File: config.mk
export PLATFORM = sky130hd
export DESIGN_NAME = plic_tl_arbiter
export DESIGN_NICKNAME = d
export VERILOG_FILES = /design/src/rtl/plic_tl_arbiter.sv
export SDC_FILE = /design/constraint.sdc
export NUM_CORES = 1
export LEC_CHECK = 0
export ABC_AREA = 1
export CORE_AREA = 5 5 238 240
export CTS_BUF_LIST = sky130_fd_sc_hd__clkbuf_2
export DETAILED_ROUTE_END_ITERATION = 8
export DIE_AREA = 0 0 243 245
export PLACE_DENSITY = 0.32
export SKIP_LAST_GASP = 1
export SLEW_MARGIN = 10
export SYNTH_ARGS = -nofsm -noshare
export SYNTH_HDL_FRONTEND = slang
export SYNTH_SLANG_ARGS = --single-unit
export TNS_END_PERCENT = 10
File: constraint.sdc
create_clock -name clock -period 2.6 [get_ports clock]
set_clock_uncertainty 0.1 [all_clocks]
set_input_delay 0.78 -clock clock [delete_from_list [all_inputs] [get_ports clock]]
set_output_delay 0.78 -clock clock [all_outputs]
set_load 0.01 [all_outputs]
File: src/rtl/plic_tl_arbiter.sv
// Two-requester TileLink-UL A-channel arbiter with in-order D-channel return routing (optional macro: PLIC_ARB_FIXED_PRIO_EN).
// Latency: zero added cycles on A and D paths; arbitration state updates on the rising clock edge.
// Backpressure: a full owner FIFO blocks all A grants; a stalled PLIC A handshake locks the grant; D stalls follow the owning requester's ready.
module plic_tl_arbiter #(
    parameter int MAX_OUTSTANDING = 4
) (
    input  logic        clock,
    input  logic        reset,

    input  logic        m0_a_valid,
    output logic        m0_a_ready,
    input  logic [2:0]  m0_a_bits_opcode,
    input  logic [2:0]  m0_a_bits_param,
    input  logic [1:0]  m0_a_bits_size,
    input  logic [10:0] m0_a_bits_source,
    input  logic [27:0] m0_a_bits_address,
    input  logic [7:0]  m0_a_bits_mask,
    input  logic [63:0] m0_a_bits_data,
    input  logic        m0_a_bits_corrupt,
    output logic        m0_d_valid,
    input  logic        m0_d_ready,
    output logic [2:0]  m0_d_bits_opcode,
    output logic [1:0]  m0_d_bits_size,
    output logic [10:0] m0_d_bits_source,
    output logic [63:0] m0_d_bits_data,

    input  logic        m1_a_valid,
    output logic        m1_a_ready,
    input  logic [2:0]  m1_a_bits_opcode,
    input  logic [2:0]  m1_a_bits_param,
    input  logic [1:0]  m1_a_bits_size,
    input  logic [10:0] m1_a_bits_source,
    input  logic [27:0] m1_a_bits_address,
    input  logic [7:0]  m1_a_bits_mask,
    input  logic [63:0] m1_a_bits_data,
    input  logic        m1_a_bits_corrupt,
    output logic        m1_d_valid,
    input  logic        m1_d_ready,
    output logic [2:0]  m1_d_bits_opcode,
    output logic [1:0]  m1_d_bits_size,
    output logic [10:0] m1_d_bits_source,
    output logic [63:0] m1_d_bits_data,

    output logic        s_a_valid,
    input  logic        s_a_ready,
    output logic [2:0]  s_a_bits_opcode,
    output logic [2:0]  s_a_bits_param,
    output logic [1:0]  s_a_bits_size,
    output logic [10:0] s_a_bits_source,
    output logic [27:0] s_a_bits_address,
    output logic [7:0]  s_a_bits_mask,
    output logic [63:0] s_a_bits_data,
    output logic        s_a_bits_corrupt,

    input  logic        s_d_valid,
    output logic        s_d_ready,
    input  logic [2:0]  s_d_bits_opcode,
    input  logic [1:0]  s_d_bits_size,
    input  logic [10:0] s_d_bits_source,
    input  logic [63:0] s_d_bits_data,

    output logic        err
);

    localparam int PW = (MAX_OUTSTANDING > 1) ? $clog2(MAX_OUTSTANDING) : 1;
    localparam int CW = PW + 1;

    typedef struct packed {
        logic [2:0]  opcode;
        logic [2:0]  param;
        logic [1:0]  size;
        logic [10:0] source;
        logic [27:0] address;
        logic [7:0]  mask;
        logic [63:0] data;
        logic        corrupt;
    } a_bits_t;

    a_bits_t m0_pay;
    a_bits_t m1_pay;
    a_bits_t s_pay;

    assign m0_pay = '{m0_a_bits_opcode, m0_a_bits_param, m0_a_bits_size, m0_a_bits_source,
                      m0_a_bits_address, m0_a_bits_mask, m0_a_bits_data, m0_a_bits_corrupt};
    assign m1_pay = '{m1_a_bits_opcode, m1_a_bits_param, m1_a_bits_size, m1_a_bits_source,
                      m1_a_bits_address, m1_a_bits_mask, m1_a_bits_data, m1_a_bits_corrupt};

    // Owner FIFO: one bit per in-flight request naming the requester that issued it.
    logic [MAX_OUTSTANDING-1:0] owner_q;
    logic [PW-1:0]              wr_ptr;
    logic [PW-1:0]              rd_ptr;
    logic [CW-1:0]              count;
    logic                       lock_vld;
    logic                       lock_id;
    logic                       err_q;
`ifndef PLIC_ARB_FIXED_PRIO_EN
    logic                       rr;
`endif

    logic full;
    logic nonempty;
    logic grant;
    logic grant_valid;
    logic a_open;
    logic a_fire;
    logic owner;
    logic d_fire;

    // Pick the requester that drives the PLIC A channel this cycle.
    always_comb begin
        full     = (count == CW'(MAX_OUTSTANDING));
        nonempty = (count != '0);
        grant    = 1'b0;
        if (lock_vld) begin
            grant = lock_id;
        end else if (m0_a_valid && m1_a_valid) begin
`ifdef PLIC_ARB_FIXED_PRIO_EN
            grant = 1'b0;
`else
            grant = rr;
`endif
        end else if (m1_a_valid) begin
            grant = 1'b1;
        end
        grant_valid = grant ? m1_a_valid : m0_a_valid;
    end

    // Reset gates the A side so no handshake is offered while held in reset.
    assign a_open     = reset && !full;
    assign s_a_valid  = grant_valid && a_open;
    assign s_pay      = grant ? m1_pay : m0_pay;
    assign m0_a_ready = !grant && s_a_ready && a_open;
    assign m1_a_ready =  grant && s_a_ready && a_open;
    assign a_fire     = s_a_valid && s_a_ready;

    assign s_a_bits_opcode  = s_pay.opcode;
    assign s_a_bits_param   = s_pay.param;
    assign s_a_bits_size    = s_pay.size;
    assign s_a_bits_source  = s_pay.source;
    assign s_a_bits_address = s_pay.address;
    assign s_a_bits_mask    = s_pay.mask;
    assign s_a_bits_data    = s_pay.data;
    assign s_a_bits_corrupt = s_pay.corrupt;

    // Responses return in order, so the FIFO head names the destination.
    assign owner      = owner_q[rd_ptr];
    assign m0_d_valid = s_d_valid && nonempty && !owner;
    assign m1_d_valid = s_d_valid && nonempty &&  owner;
    assign s_d_ready  = nonempty && (owner ? m1_d_ready : m0_d_ready);
    assign d_fire     = s_d_valid && s_d_ready;

    assign m0_d_bits_opcode = s_d_bits_opcode;
    assign m0_d_bits_size   = s_d_bits_size;
    assign m0_d_bits_source = s_d_bits_source;
    assign m0_d_bits_data   = s_d_bits_data;
    assign m1_d_bits_opcode = s_d_bits_opcode;
    assign m1_d_bits_size   = s_d_bits_size;
    assign m1_d_bits_source = s_d_bits_source;
    assign m1_d_bits_data   = s_d_bits_data;

    assign err = err_q;

    // Owner FIFO push on A fire, pop on D fire; count tells full from empty.
    always_ff @(posedge clock or negedge reset) begin
        if (!reset) begin
            owner_q <= '0;
            wr_ptr  <= '0;
            rd_ptr  <= '0;
            count   <= '0;
        end else begin
            if (a_fire) begin
                owner_q[wr_ptr] <= grant;
                wr_ptr          <= wr_ptr + PW'(1);
            end
            if (d_fire) begin
                rd_ptr <= rd_ptr + PW'(1);
            end
            if (a_fire && !d_fire) begin
                count <= count + CW'(1);
            end else if (!a_fire && d_fire) begin
                count <= count - CW'(1);
            end
        end
    end

    // Hold the grant on a stalled A handshake so the PLIC sees a stable request.
    always_ff @(posedge clock or negedge reset) begin
        if (!reset) begin
            lock_vld <= 1'b0;
            lock_id  <= 1'b0;
        end else if (a_fire) begin
            lock_vld <= 1'b0;
        end else if (s_a_valid) begin
            lock_vld <= 1'b1;
            lock_id  <= grant;
        end
    end

`ifndef PLIC_ARB_FIXED_PRIO_EN
    // After each accepted request the other requester gets priority in a contest.
    always_ff @(posedge clock or negedge reset) begin
        if (!reset) begin
            rr <= 1'b0;
        end else if (a_fire) begin
            rr <= !grant;
        end
    end
`endif

    // A response with nothing outstanding is a protocol error; it sticks until reset.
    always_ff @(posedge clock or negedge reset) begin
        if (!reset) begin
            err_q <= 1'b0;
        end else if (s_d_valid && !nonempty) begin
            err_q <= 1'b1;
        end
    end

endmodule

==> flow_summary.toml <==
[route]
drcViolationCount = 0
ant_nets = 0
drt_wl_total_mm = 27.2
via_count = 4905
firstDrtPassIters = 4
wire_per_inst_microns = 16.6
dr.first_iter.drc_count = 91
avgViaCountPerCell = 2.98

[sta]
tightest_slew_ns = 0.275
fin_tns_setup_ns = -29.92
period_share_pct = 113
rsz0062_at_grt = "true"
finalCriticalPeriod_ns = 2.93
finalSetupViolCount = 126
drv_slew = 0
slew_headroom_pct = 81.6
fin_ws_ns = -0.329
fmax_mhz = 341
hold_viol_final = 0

[placed_design]
place_ws_ns = -1.10
place_congestion = 0.808
dp_hpwl_mm = 21.7
port_buffers = 374
dpl-instance-area_sq_um = 7340

[critical_path]
ff2ff_setup_slack_ns = 0.06
critical_path.top_delay_family = "buffers and inverters"
cp_slowest_stage_delay_ns = 0.55
cp.arrival_ns = 2.05
worstPathCellList = "clkdlybuf4s50_1 -> nand2_1 -> nor2_1 -> clkdlybuf4s50_1"
cp_slowest_cell = "clkdlybuf4s50_1"
cp.required_ns = 1.72
startpoint_type = "input pin"
cp_num_buf_inv = 2
worst_path_most_repeated_cell = "clkdlybuf4s50_1"
path_max_fanout = 3
worstSetupPathType = "in2out"
critPathCaptureType = "output port"

[synth]
synth_most_common_cell = "nand2_1"
synth.distinct_cells = 26
synth_edf_count = 0
synth_top_flop_cell = "dfrtp_1"
async_flop_share_pct = 100
yosys.area.top_type_share_pct = 40.2
ys_seq_area_share_pct = 10.4
synth_area_leaders = "nand2_1 (40%), buf_4 (34%), dfrtp_1 (10%)"
ys_ff_latch = 15
netlist_instances = 655
synth.cell_area_sq_um = 3620
yosys.area.top_type = "nand2_1"
syn_area_per_cell_sq_um = 5.53
synth_fp_nets = 989
yosysWarnings = 0
synth_common_cells = "nand2_1 (388), buf_4 (165), inv_1 (21)"

[finish]
n_fill_cell = 6295
area_growth_syn_to_layout_pct = 133
multi_input_area_sq_um = 1950
nets = 1272
final-seq-area_sq_um = 375
fin_util_pct = 15.5
drive_gt1_share_pct = 18.7
fin_area_sq_um = 8440

[die]
rows = 86
ios = 615
dieArea_sq_um = 59500
start_util_pct = 6.66
die_height_microns = 245
core_area_sq_um = 54400
die_width_microns = 243

[flow_run]
drv_cap = 0

[clock_network]
cts_sinks = 15
cts_tree = "done"
cts_root_buf = "clkbuf_2"
cts_buffers = 3
htreeDepth = 1
postCtsHoldBufs = 0
insertion_delay_ns = 0.31
path_clk_slew_ns = 0.19
clock_path_buffers = 2

[global_routing]
grt_antenna_before_repair = 5
grt_pass1_wl_mm = 36.1
grt_max_degree = 25
track_usage_pct = 8.19
grt_pass1_vias = 5366
overflow = 0

[outcome]
outcome = "finished with violations"
failed_checks = "negative setup slack"

[power]
p_per_area_nw_per_um2 = 771
peakVddDrop_mv = 0.300
power.total_w = 0.00651
cellLeakagePower_nw = 4.70

[worst_hold_path]
hold_path_class = "in2async"
==> state kept, by name, summed over array words and instances, names as in the netlist <==
| signal | flops |
|---|---|
| rr | 1 |
| rd_ptr | 2 |
| count | 3 |
| wr_ptr | 2 |
| owner_q | 4 |
| lock_vld | 1 |
| lock_id | 1 |
| err | 1 |
==> layout make-up <==
| type | count | area share, % |
|---|---|---|
| antenna | 4 | 0.119 |
| clock buffer | 3 | 0.178 |
| clock inverter | 1 | 0.0593 |
| inverter | 22 | 1.16 |
| multi-input combinational | 432 | 23.1 |
| sequential | 15 | 4.45 |
| tap | 704 | 10.4 |
| timing repair buffer | 464 | 60.5 |
==> metal layers <==
| metal | GRT usage [%] | part of all wire, % | vias up |
|---|---|---|---|
| met5 | 0 | 0.048 | - |
| met3 | 4.20 | 13 | 59 |
| met2 | 15.5 | 51 | 436 |
| met4 | 3.35 | 4.3 | 2 |
| li1 | - | - | 2370 |
| met1 | 7.35 | 32 | 2038 |
==> kinds of logic after synthesis <==
| kind of cell | share of synthesized area, % |
|---|---|
| simple gates | 42.8 |
| buf+inv | 40.8 |
| flops | 10.4 |
| compound gates | 2.49 |
| fa+ha+maj | 2.28 |
| xor+xnor | 0.967 |
| mux | 0.311 |
==> worst paths after layout <==
path	cells past startpoint	endpoint	from
max in group asynchronous	2	owner_q[1]	reset
min in group clock	1	err	err
min	2	err	reset
max	4	m1_d_valid	s_d_valid
min reg2reg	1	err	err
max reg2reg	14	count[2]	lock_vld
==> repair_timing <==
item / 4_1_cts / 5_1_grt
pin swaps: 7 / 8
setup endpoints to repair: 128 / 128
cloned: 9 / 3
setup buffers: 21 / 13
hold endpoints to repair: 0 / 0
resized for setup: 108 / 190
==> metrics by stage <==
stage          hold WS [ns]  std cells
4_1_cts               0.409       1626
3_3_place_gp          0.374       1592
5_1_grt               0.333       1642
3_5_place_dp          0.367       1592
2_1_floorplan         0.353        655
6_report              0.341       1645
==> cell usage in the layout, fill, tap and decap left out, types with 2 or more instances in the layout <==
master | netlist | final
nand2_1 | 388 | 353
nand3_1 | 10 | 10
o21ai_0 | 4 | 3
nand2_2 | 1 | 24
dfrtp_1 | 15 | 15
clkdlybuf4s50_1 | 0 | 246
nor2_1 | 6 | 4
buf_16 | 0 | 8
nand2_4 | 0 | 12
ha_1 | 5 | 5
diode_2 | 0 | 4
buf_2 | 8 | 12
clkbuf_16 | 0 | 2
bufbuf_16 | 0 | 2
xor2_1 | 3 | 3
dlymetal6s2s_1 | 0 | 94
buf_4 | 165 | 53
buf_12 | 0 | 18
buf_6 | 9 | 18
inv_1 | 21 | 19
nor2_4 | 1 | 3
clkbuf_2 | 0 | 8
o21ai_1 | 1 | 2
o21bai_1 | 4 | 4
buf_8 | 0 | 6
==> power breakdown <==
part | internal [W] | total (W) | switching [W]
clock network | 0.0000348 | 0.000118 | 0.0000828
logic | 0.00323 | 0.00595 | 0.00272
registers | 0.000349 | 0.000446 | 0.0000974
total | 0.00361 | 0.00651 | 0.00290
==> worst register-to-register path, cell delays in order (launching register included) <==
cell	delay [ns]
dfrtp_1	0.48
nor2_4	0.13
nand2_2	0.07
buf_4	0.13
buf_4	0.12
nand3_1	0.13
nand3_1	0.13
buf_4	0.17
nor2_4	0.10
ha_1	0.15
inv_1	0.06
fa_2	0.35
a21oi_2	0.13
o21ai_1	0.08
xor2_1	0.14
Note: power is estimated with default switching activity, not from simulation.
